<file path="config.mk">
export PLATFORM = sky130hd
export DESIGN_NAME = load_align_unit
export DESIGN_NICKNAME = d
export VERILOG_FILES = /design/src/rtl/load_align_pkg.sv /design/src/rtl/load_extract.sv /design/src/rtl/load_align_unit.sv
export SDC_FILE = /design/constraint.sdc
export NUM_CORES = 1
export LEC_CHECK = 0
export CORE_UTILIZATION = 44
export CTS_CLUSTER_SIZE = 14
export DETAILED_ROUTE_END_ITERATION = 8
export PLACE_DENSITY = 0.8
export SLEW_MARGIN = 0
export SYNTH_ARGS = -nofsm -noshare
export SYNTH_HDL_FRONTEND = slang
export SYNTH_SLANG_ARGS = --single-unit
</file>
<file path="constraint.sdc">
create_clock -name clk -period 2.4 [get_ports clk]
set_input_delay 0.48 -clock clk [delete_from_list [all_inputs] [get_ports clk]]
set_output_delay 0.48 -clock clk [all_outputs]
set_load 0.01 [all_outputs]
</file>
<file path="src/rtl/load_align_pkg.sv">
// Shared definitions for the load alignment unit: load op codes, FSM states
// and small sizing helpers.
package load_align_pkg;

    localparam logic [2:0] OP_LW  = 3'd3;
    localparam logic [2:0] OP_LH  = 3'd4;
    localparam logic [2:0] OP_LB  = 3'd5;
    localparam logic [2:0] OP_LHU = 3'd6;
    localparam logic [2:0] OP_LBU = 3'd7;

    typedef enum logic [2:0] {
        ST_IDLE,
        ST_RD0,
        ST_RD1,
        ST_RESP,
        ST_DRAIN
    } state_t;

    function automatic int byte_lanes(input int data_w);
        return data_w / 8;
    endfunction

    // Access size in bytes; 0 for the no-load ops.
    function automatic logic [3:0] op_bytes(input logic [2:0] op);
        case (op)
            OP_LW:          return 4'd4;
            OP_LH, OP_LHU:  return 4'd2;
            OP_LB, OP_LBU:  return 4'd1;
            default:        return 4'd0;
        endcase
    endfunction

endpackage

</file>
<file path="src/rtl/load_extract.sv">
// Combinational lane select and sign/zero extension. Operates on a two-word
// window so the same logic serves single-beat reads and merged split reads.
module load_extract
    import load_align_pkg::*;
#(
    parameter int DATA_W = 32,
    parameter int OFF_W  = 2
) (
    input  logic [2*DATA_W-1:0] i_word,
    input  logic [OFF_W-1:0]    i_offset,
    input  logic [2:0]          i_op,
    output logic [DATA_W-1:0]   o_data
);

    logic [31:0] w_raw;

    always_comb begin
        w_raw = '0;
        // Offset never exceeds LANES-1, so the 4-byte window stays inside i_word.
        for (int k = 0; k < 4; k++) begin
            w_raw[8*k +: 8] = i_word[(int'(i_offset) + k)*8 +: 8];
        end

        o_data = '0;
        case (i_op)
            OP_LW:   o_data = DATA_W'($signed(w_raw));
            OP_LH:   o_data = DATA_W'($signed(w_raw[15:0]));
            OP_LB:   o_data = DATA_W'($signed(w_raw[7:0]));
            OP_LHU:  o_data = DATA_W'(w_raw[15:0]);
            OP_LBU:  o_data = DATA_W'(w_raw[7:0]);
            default: o_data = '0;
        endcase
    end

endmodule

</file>
<file path="src/rtl/load_align_unit.sv">
// Sequential load unit: bus-word reads, lane extraction, valid/ready result, flush abort.
// Define MISALIGN_SPLIT_EN to service misaligned loads (two reads when crossing a bus word).
module load_align_unit
    import load_align_pkg::*;
#(
    parameter int DATA_W = 32,
    parameter int ADDR_W = 32
) (
    input  logic              clk,
    input  logic              rst_n,
    input  logic              flush,
    input  logic              req_valid,
    output logic              req_ready,
    input  logic [ADDR_W-1:0] req_addr,
    input  logic [2:0]        req_op,
    output logic              mem_req,
    output logic [ADDR_W-1:0] mem_addr,
    input  logic              mem_ack,
    input  logic [DATA_W-1:0] mem_rdata,
    output logic              rsp_valid,
    input  logic              rsp_ready,
    output logic [DATA_W-1:0] rsp_data,
    output logic              rsp_err
);

    localparam int LANES = byte_lanes(DATA_W);
    localparam int OFF_W = $clog2(LANES);

    state_t              r_state;
    state_t              w_state_next;
    logic [OFF_W-1:0]    r_offset;
    logic [2:0]          r_op;
    logic [ADDR_W-1:0]   r_mem_addr;
    logic [DATA_W-1:0]   r_data;
    logic                r_err;
    logic [2*DATA_W-1:0] w_word;
    logic [DATA_W-1:0]   w_ext;
    logic                w_accept;
    logic                w_is_load;
    logic                w_mis_err;
    logic                w_cross;
    logic                w_beat_done;

    assign w_accept    = (r_state == ST_IDLE) && req_valid && !flush;
    assign w_is_load   = (req_op >= OP_LW);
    assign w_beat_done = mem_ack && !flush && (r_state == ST_RD0 || r_state == ST_RD1);

`ifdef MISALIGN_SPLIT_EN
    logic [DATA_W-1:0] r_low;

    assign w_mis_err = 1'b0;
    assign w_cross   = (int'(r_offset) + int'(op_bytes(r_op))) > LANES;
    assign w_word    = (r_state == ST_RD1) ? {mem_rdata, r_low} : {{DATA_W{1'b0}}, mem_rdata};

    always_ff @(posedge clk or negedge rst_n) begin
        if (!rst_n) begin
            r_low <= '0;
        end else if (w_beat_done && r_state == ST_RD0 && w_cross) begin
            r_low <= mem_rdata;
        end
    end
`else
    assign w_mis_err = (req_op == OP_LW && req_addr[1:0] != 2'b00) ||
                       ((req_op == OP_LH || req_op == OP_LHU) && req_addr[0]);
    assign w_cross   = 1'b0;
    assign w_word    = {{DATA_W{1'b0}}, mem_rdata};
`endif

    load_extract #(
        .DATA_W (DATA_W),
        .OFF_W  (OFF_W)
    ) u_extract (
        .i_word   (w_word),
        .i_offset (r_offset),
        .i_op     (r_op),
        .o_data   (w_ext)
    );

    always_ff @(posedge clk or negedge rst_n) begin
        if (!rst_n) begin
            r_state <= ST_IDLE;
        end else begin
            r_state <= w_state_next;
        end
    end

    always_comb begin
        w_state_next = r_state;
        req_ready    = 1'b0;
        mem_req      = 1'b0;
        rsp_valid    = 1'b0;
        case (r_state)
            ST_IDLE: begin
                req_ready = 1'b1;
                if (w_accept) begin
                    w_state_next = (!w_is_load || w_mis_err) ? ST_RESP : ST_RD0;
                end
            end
            ST_RD0, ST_RD1: begin
                mem_req = 1'b1;
                // A flush with the ack in hand can finish at once; otherwise the read must drain.
                if (flush) begin
                    w_state_next = mem_ack ? ST_IDLE : ST_DRAIN;
                end else if (mem_ack) begin
                    w_state_next = (r_state == ST_RD0 && w_cross) ? ST_RD1 : ST_RESP;
                end
            end
            ST_RESP: begin
                rsp_valid = 1'b1;
                if (flush || rsp_ready) begin
                    w_state_next = ST_IDLE;
                end
            end
            ST_DRAIN: begin
                mem_req = 1'b1;
                if (mem_ack) begin
                    w_state_next = ST_IDLE;
                end
            end
            default: w_state_next = ST_IDLE;
        endcase
    end

    always_ff @(posedge clk or negedge rst_n) begin
        if (!rst_n) begin
            r_offset   <= '0;
            r_op       <= '0;
            r_mem_addr <= '0;
            r_data     <= '0;
            r_err      <= 1'b0;
        end else if (w_accept) begin
            r_offset   <= req_addr[OFF_W-1:0];
            r_op       <= req_op;
            r_mem_addr <= {req_addr[ADDR_W-1:OFF_W], {OFF_W{1'b0}}};
            r_data     <= '0;
            r_err      <= w_is_load && w_mis_err;
        end else if (w_beat_done) begin
            if (r_state == ST_RD0 && w_cross) begin
                r_mem_addr <= r_mem_addr + ADDR_W'(LANES);
            end else begin
                r_data <= w_ext;
            end
        end
    end

    assign mem_addr = mem_req ? r_mem_addr : '0;
    assign rsp_data = r_data;
    assign rsp_err  = r_err;

endmodule

</file>
### After elaboration in Yosys (flattened, before gate mapping)

Cells that the tools add are included.

* add/sub/neg operators: 3
* muxes and demuxes: 15
* equality and inequality tests: 16
* reduce and logical (&&, ||, !) cells: 20
* $lt $le $gt $ge: 1
* shift-type cells: 4

Operators with widths (number)
* 64-bit by 32-bit variable part select with 8-bit output: 3
* 32-bit one-hot mux with 5 select lines: 1
* 32-bit 2-to-1 mux: 3
* 64-bit by 6-bit variable part select with 8-bit output: 1
* 3-bit == test, second input constant: 7
* 3-bit 2-to-1 mux: 6
* 3-bit by 2-bit == test with 1-bit output, second input constant: 4
* 3-bit one-hot mux with 4 select lines: 1
* 1-bit logical AND: 7
* 2-bit by 2-bit adder with 3-bit output, second input constant: 2
* 2-bit inequality test, second input constant: 3
* 1-bit logical OR: 5
* 4-bit AND reduction: 1
* 2-bit nonzero test: 2
* 2-bit by 1-bit adder with 3-bit output, second input constant: 1
* 3-bit by 1-bit == test with 1-bit output, second input constant: 1
* 3-bit by 2-bit greater-or-equal comparator with 1-bit output, second input constant: 1
* 3-bit zero test: 1
* 1-bit 2-to-1 mux: 3
* 3-bit inequality test, second input constant: 1
* 3-bit OR reduction: 1
* 1-bit zero test: 2
* 2-bit 2-to-1 mux: 1
* 2-bit OR reduction: 1

* output and inout port bits: 68
* input bits: 73
* word-level logic and storage cells: 65
* register bits: 71

### Longest topological paths before layout

Gate-level depths: netlist of run 1.

* depth in word-level cells: 8
* depth in mapped cells: 7
* depth with buffers taken out: 4

### Cells and area by module

From an unflattened synthesis of run 1, not the netlist that was laid out.

* cell total of the unflattened synthesis: 336
* area total of the unflattened synthesis: 4227.8 sq um

By module, submodules not included
* load_align_unit: seq. area each 1776.7 sq um, cells an instance 227, area each 3027.9 sq um, instances 1
* load_extract: seq. area each 0.0 sq um, cells an instance 109, area each 1199.9 sq um, instances 1

### Least setup slack after synthesis of run 1

No wires, ideal clock.

* path type: flip-flop to output port
* start: register r_state[2]
* end: output port mem_addr[10]
* path slack: 425 ps
* arrival time: 1495 ps
* data required time: 1920 ps
* buffers on the path: 2
* cell stages (with the launch flop): 7
* cells stage by stage: dfrtp_1 -> clkbuf_1 -> nand2b_1 -> a21oi_1 -> a21oi_1 -> clkbuf_1 -> nor2b_1

* cells in the longest elaborated chain, start to end: 4
* elaborated cells between the ends (all ways): 6
* those cells by class: eq/ne (3); mux (2); reduce/logical (1)

Ends and longest elaborated chain
* start: declaration: line load_align_unit.sv:29 `state_t r_state;`
* start signal: assignment: line load_align_unit.sv:83 `r_state <= w_state_next;`
* 3-bit by 2-bit == test with 1-bit output (tied with other cells): line load_align_unit.sv:92 `case (r_state)`
* 3-bit OR reduction (no line) (*)
* 1-bit 2-to-1 mux (*): line load_align_unit.sv:92
* 32-bit 2-to-1 mux (*): line load_align_unit.sv:146 `assign mem_addr = mem_req ? r_mem_addr : '0;`
* end: declaration: line load_align_unit.sv:17 `output logic [ADDR_W-1:0] mem_addr,`

Mark *: on every way between the ends. The rest lies on a longest branch, timed or not.

### Worst setup path in the final report of run 1

* start: register r_state[1]
* end: output port req_ready

* cells in the longest elaborated chain, start to end: 2

Ends and longest elaborated chain
* 3-bit zero test: line load_align_unit.sv:92
* 1-bit 2-to-1 mux: line load_align_unit.sv:92
* end: declaration: line load_align_unit.sv:13 `output logic req_ready,`

Every way passes these cells.

==> results.cfg, run 1 <==
[timing]
fin_crit_sh_pct = 95.03
slew_headroom_pct = 43.51
hold_viol_final = 0
worst_slack_ns = 0.1192
setup_viol = 0
clock_skew_ns = 0.007707
grt_setup_unrepaired = false
max_freq_mhz = 438.4
min_period_ns = 2.281
tightestPinTransition_ns = 0.8473
slew_violations = 0

[yosys]
synth_cell_types = 40
yosys.area.top_type_share_pct = 48.17
avgSynthCellArea_sq_um = 11.78
synth.yosys.seq_area_share_pct = 48.17
postSynthCellCount = 313
ys_top_cells_by_area = dfrtp_1 48%, mux2_2 13%, nor2b_1 5.8%
ys_ff_latch = 71
yosysTopAreaCell = dfrtp_1
yosysWarnings = 0
syn_area_sq_um = 3689

[grt]
grt_pass1_vias = 3077
met3_usage_pct = 4.797
grtUsageTotal_pct = 23.23
top_usage_layer = met2
grt-ovfl-total = 0
grt_pass1_wl_um = 15420
antenna_found_initial = 0
grt_util_met1_pct = 28.58
use_met2_pct = 39.34
grt_max_degree = 50

[critical_path]
cp_max_fo = 6
worstPathRequired_ns = 1.92
cp_data_arrival_time_ns = 1.80
r2r_cells = 6
end_kind = output pin
cp_slowest_cell = clkdlybuf4s50_1
cp_cell_sequence = buf_4, nor3_4, clkdlybuf4s50_1
startpoint_type = register
worst-r2r-setup-slack_ns = 0.33
crit_type = register to output pin
timing.rr.end = rsp_data[7]
cpPeakStageDelay_ns = 0.60
r2r-start = r_state[1]

[detailed_routing]
initialDrtViolationCount = 139
ant_nets = 0
drtPass1Iterations = 4
via_count = 2987
drcViolationCount = 0
finalWirelength_um = 9837
wl_per_cell_um = 17.32
vias_per_cell = 5.259

[place]
io_buffer_count = 138
gp_congestion = 0.8714
dpl_worst_slack_ns = -0.07189
place_inst = 552
dp_hpwl_um = 7556
place_area_sq_um = 5234

[power_and_ir_drop]
sw_frac_of_total_pct = 37.72
power.share.clock_pct = 12.8
p_leak_nw = 2.367
combPwrFrac_pct = 54.3
net-switching-power_mw = 2.430
finalPower_mw = 6.441
seqPwrFrac_pct = 32.9
p_int_mw = 4.012
p_per_area_nw_per_um2 = 1199
vdd_ir_drop_max_uv = 670.7

[clocking]
ctsHoldBuffers = 0
cts_tree = done
path_clk_slew_ns = 0.07
cts_sinks = 71
cts.path.max_buffers = 2
root_buffer = clkbuf_8
cts_buffers = 9
clk_latency_ns = 0.34
htree_levels = 3

[cells_and_area]
stdcell_area_sq_um = 5373
fillCellCount = 665
final_cells = 568
regArea_sq_um = 1779
final_common_cell = clkdlybuf4s50_1
multi_input_area_sq_um = 1724
most-common-layout-cells = 106 x clkdlybuf4s50_1, 69 x dfrtp_1, 44 x mux2_2, 34 x nor2b_1, 31 x dlygate4sd2_1
drive_gt1_share_pct = 22.25
fin_nets = 532
final_core_util_pct = 65.72
areaGrowthSynthToFinish_pct = 45.66
antenna_cells = 0

[floorplan]
pin_count = 141
fp.dieH_um = 93.56
num_rows = 33
die_width_um = 93.56
floorplan.die_area_sq_um = 8753
start_util_pct = 45.12
core_sq_um = 8175

[outcome]
status = completed

[job]
max_cap_violations = 0

[worst_hold_path]
hold_class = input port to asynchronous set/reset pin
cell usage after synthesis, drive strengths merged:
cell     count
mux2        44
or4          1
o22a         2
or3b         2
and4b        1
o22ai        2
clkbuf      10
nand2b       5
mux2i       17
buf         15
a21oi        6
xnor2        1
o211ai      11
o32a         1
o21ai        8
o2bb2ai      8
a221o       16
a21boi       1
nand3b       4
nor2         7
nor4         1
nand2       15
nor2b       34
conb         1
a211oi       1
nand4        1
a22o         8
inv         11
nor3         6
dfrtp       71
a31oi        1
and4bb       1
metrics by stage:
stage | TNS, ns | hold slack (ns)
after floorplan | 0 | 0.1844
after global placement | -0.1104 | 0.4783
after detailed placement | -1.145 | 0.4848
after CTS | 0 | 0.1192
after global routing | 0 | 0.1258
final | 0 | 0.1063
flip-flops by register name (all words and copies together) (netlist names):
signal / cells
rsp_err: 1
rsp_data: 32
r_mem_addr: 30
r_state: 3
r_offset: 2
r_op: 3
how the worst max path moves through the flow:
stage,start,slack (ns),to
finish,r_state[1],0.12,req_ready
global route,r_state[2],0.02,mem_addr[4]
CTS,r_state[1],0.1,req_ready
detailed placement,flush,-0.07,rsp_data[25]
global placement,flush,-0.03,r_state[1]
floorplan,r_state[2],0.43,mem_addr[10]
per-layer routing:
metal	wire [um]	share of wire, %
met5	0	0
met1	4027	41
met4	233	2.4
met2	5196	53
met3	379	3.9
layout make-up:
cell class	instances	area share, %
clock inverters	4	0.4192
well taps	105	2.445
clock buffers	11	2.632
flip-flops and latches	71	33.12
inverters	11	0.7685
multi-input cells	207	32.09
repair buffers	159	28.53
kinds of logic after synthesis:
group / count (synthesis) / share of synthesized area, %
compound gates: 65 / 14.59
xor+xnor: 1 / 0.7464
buf+inv: 36 / 5.393
flops: 71 / 48.17
mux: 61 / 18.05
other cells: 1 / 0.1017
simple gates: 78 / 12.96
worst max-delay path, delay by kind of cell (launching register included):
| kind | cells | cell delay [ns] |
|---|---|---|
| flip-flops | 1 | 0.43 |
| AND/OR/NAND/NOR | 1 | 0.27 |
| buffers and inverters | 2 | 0.75 |
repair_timing:
item                                    CTS  global route
buffers inserted                          1             0
endpoints found under the setup margin   31             0
gates resized for setup                  34             0
power by group through the flow:
stage	sequential (mW)	clock, mW	combinational, mW
finish	2.12	0.824	3.50
global route	2.19	0.893	3.75
CTS	2.12	0.845	3.52
detailed placement	2.14	0	3.70
global placement	2.10	0	3.62
floorplan	2.04	0	2.06
No activity file was read; power rests on OpenSTA's default activity.
==> run 2, diff against run 1 <==
CORE_UTILIZATION = 40   (was 44)
PLACE_DENSITY = 0.74   (was 0.8)
==> results.cfg, run 2 (same netlist as run 1, synthesis figures left out) <==
[grt]
grt-ovfl-total = 0
grtUsageTotal_pct = 21.32
grt_max_degree = 72
grt_pass1_vias = 3126
antenna_found_initial = 0
grt_pass1_wl_um = 15970

[timing]
max_freq_mhz = 432.2
hold_viol_final = 0
min_period_ns = 2.314
slew_violations = 0
grt_setup_unrepaired = false
timing.hold.ws_ns = 0.1532
clock_skew_ns = 0.006594
fin_crit_sh_pct = 96.41
worst_slack_ns = 0.08626
slew_headroom_pct = 47.75
setup_viol = 0
tightestPinTransition_ns = 0.7837
fin_setup_tns_ns = 0

[job]
max_cap_violations = 0

[floorplan]
start_util_pct = 41.89
pin_count = 141
fp.dieH_um = 98.03
die_width_um = 98.03
core_sq_um = 8806
floorplan.die_area_sq_um = 9609
num_rows = 34

[clocking]
root_buffer = clkbuf_8
cts_buffers = 9
path_clk_slew_ns = 0.07
ctsHoldBuffers = 0
cts_tree = done
cts.path.max_buffers = 2
htree_levels = 3
cts_sinks = 71
clk_latency_ns = 0.33

[critical_path]
cp_max_fo = 6
worst-r2r-setup-slack_ns = 0.17
cp_cell_sequence = buf_4, nor3_4, clkdlybuf4s50_1
crit_type = register to output pin
startpoint_type = register
crit_buf_inv = 2
timing.rr.end = rsp_data[7]
cp_data_arrival_time_ns = 1.83
end_kind = output pin
cp_slowest_cell = clkdlybuf4s50_1
worstPathRequired_ns = 1.92
r2r_cells = 6
cpPeakStageDelay_ns = 0.60
critical_path.top_delay_family = buffers and inverters
r2r-start = r_state[0]

[cells_and_area]
areaGrowthSynthToFinish_pct = 46.71
most-common-layout-cells = 106 x clkdlybuf4s50_1, 71 x dfrtp_1, 44 x mux2_2, 34 x nor2b_1, 31 x dlygate4sd2_1
stdcell_area_sq_um = 5411
drive_gt1_share_pct = 21.77
final_cells = 572
final_common_cell = clkdlybuf4s50_1
fillCellCount = 717
largest_reg_flops = 32
final_core_util_pct = 61.45
fin_nets = 532
antenna_cells = 0

[place]
dp_hpwl_um = 7279
dpl_worst_slack_ns = -0.02678
gp_congestion = 0.8571
place_inst = 555
place_area_sq_um = 5250
io_buffer_count = 138

[power_and_ir_drop]
finalPower_mw = 6.489
p_int_mw = 4.098
combPwrFrac_pct = 53.8
p_per_area_nw_per_um2 = 1199
vdd_ir_drop_max_uv = 679.2
net-switching-power_mw = 2.391
seqPwrFrac_pct = 32.0
power.share.clock_pct = 14.3
p_leak_nw = 2.389
sw_frac_of_total_pct = 36.85

[detailed_routing]
ant_nets = 0
finalWirelength_um = 9782
initialDrtViolationCount = 133
via_count = 3034
drcViolationCount = 3
drtPass1Iterations = 6
vias_per_cell = 5.304
wl_per_cell_um = 17.10

[outcome]
violations = DRC
status = complete, but fails checks

[worst_hold_path]
hold_class = input port to asynchronous set/reset pin
==> run 2: power by group through the flow <==
stage,Clock [mW],Combinational [mW],Sequential (mW)
2_1_floorplan,0,2.06,2.04
3_3_place_gp,0,3.67,2.07
3_5_place_dp,0,3.72,2.09
4_1_cts,0.952,3.52,2.07
5_1_grt,1.01,3.77,2.15
6_report,0.926,3.49,2.07
==> run 2: how the worst max path moves through the flow <==
stage | to | depth (start not counted) | slack (ns) | start
after detailed placement | rsp_data[7] | 6 | -0.03 | flush
after floorplan | mem_addr[10] | 6 | 0.43 | r_state[2]
after global routing | req_ready | 3 | 0.008 | r_state[1]
after CTS | req_ready | 3 | 0.06 | r_state[1]
after global placement | rsp_data[3] | 6 | 0.02 | flush
final | req_ready | 3 | 0.09 | r_state[1]
==> run 2: area by class of cell <==
cell class	count	area (sq um)	area share, %
Sequential cell	71	1777	32.83
Clock buffer	12	145.1	2.682
Clock inverter	4	45.04	0.8324
Multi-Input combinational cell	207	1723	31.84
Timing Repair Buffer	159	1545	28.55
Inverter	11	41.29	0.7630
Tap cell	108	135.1	2.497
==> run 2: what timing repair did <==
item / 4_1_cts / 5_1_grt
resized for setup: 32 / 0
endpoints found under the setup margin: 31 / 0
setup buffers: 1 / 0
==> run 2: routing by layer <==
metal  routed length (um)  share of wire (%)  GRT usage [%]
met1                 4326                 44          29.08
met2                 4720                 48          32.99
met3                  484                4.9          3.651
met4                  251                2.6          10.26
met5                    0                  0              0
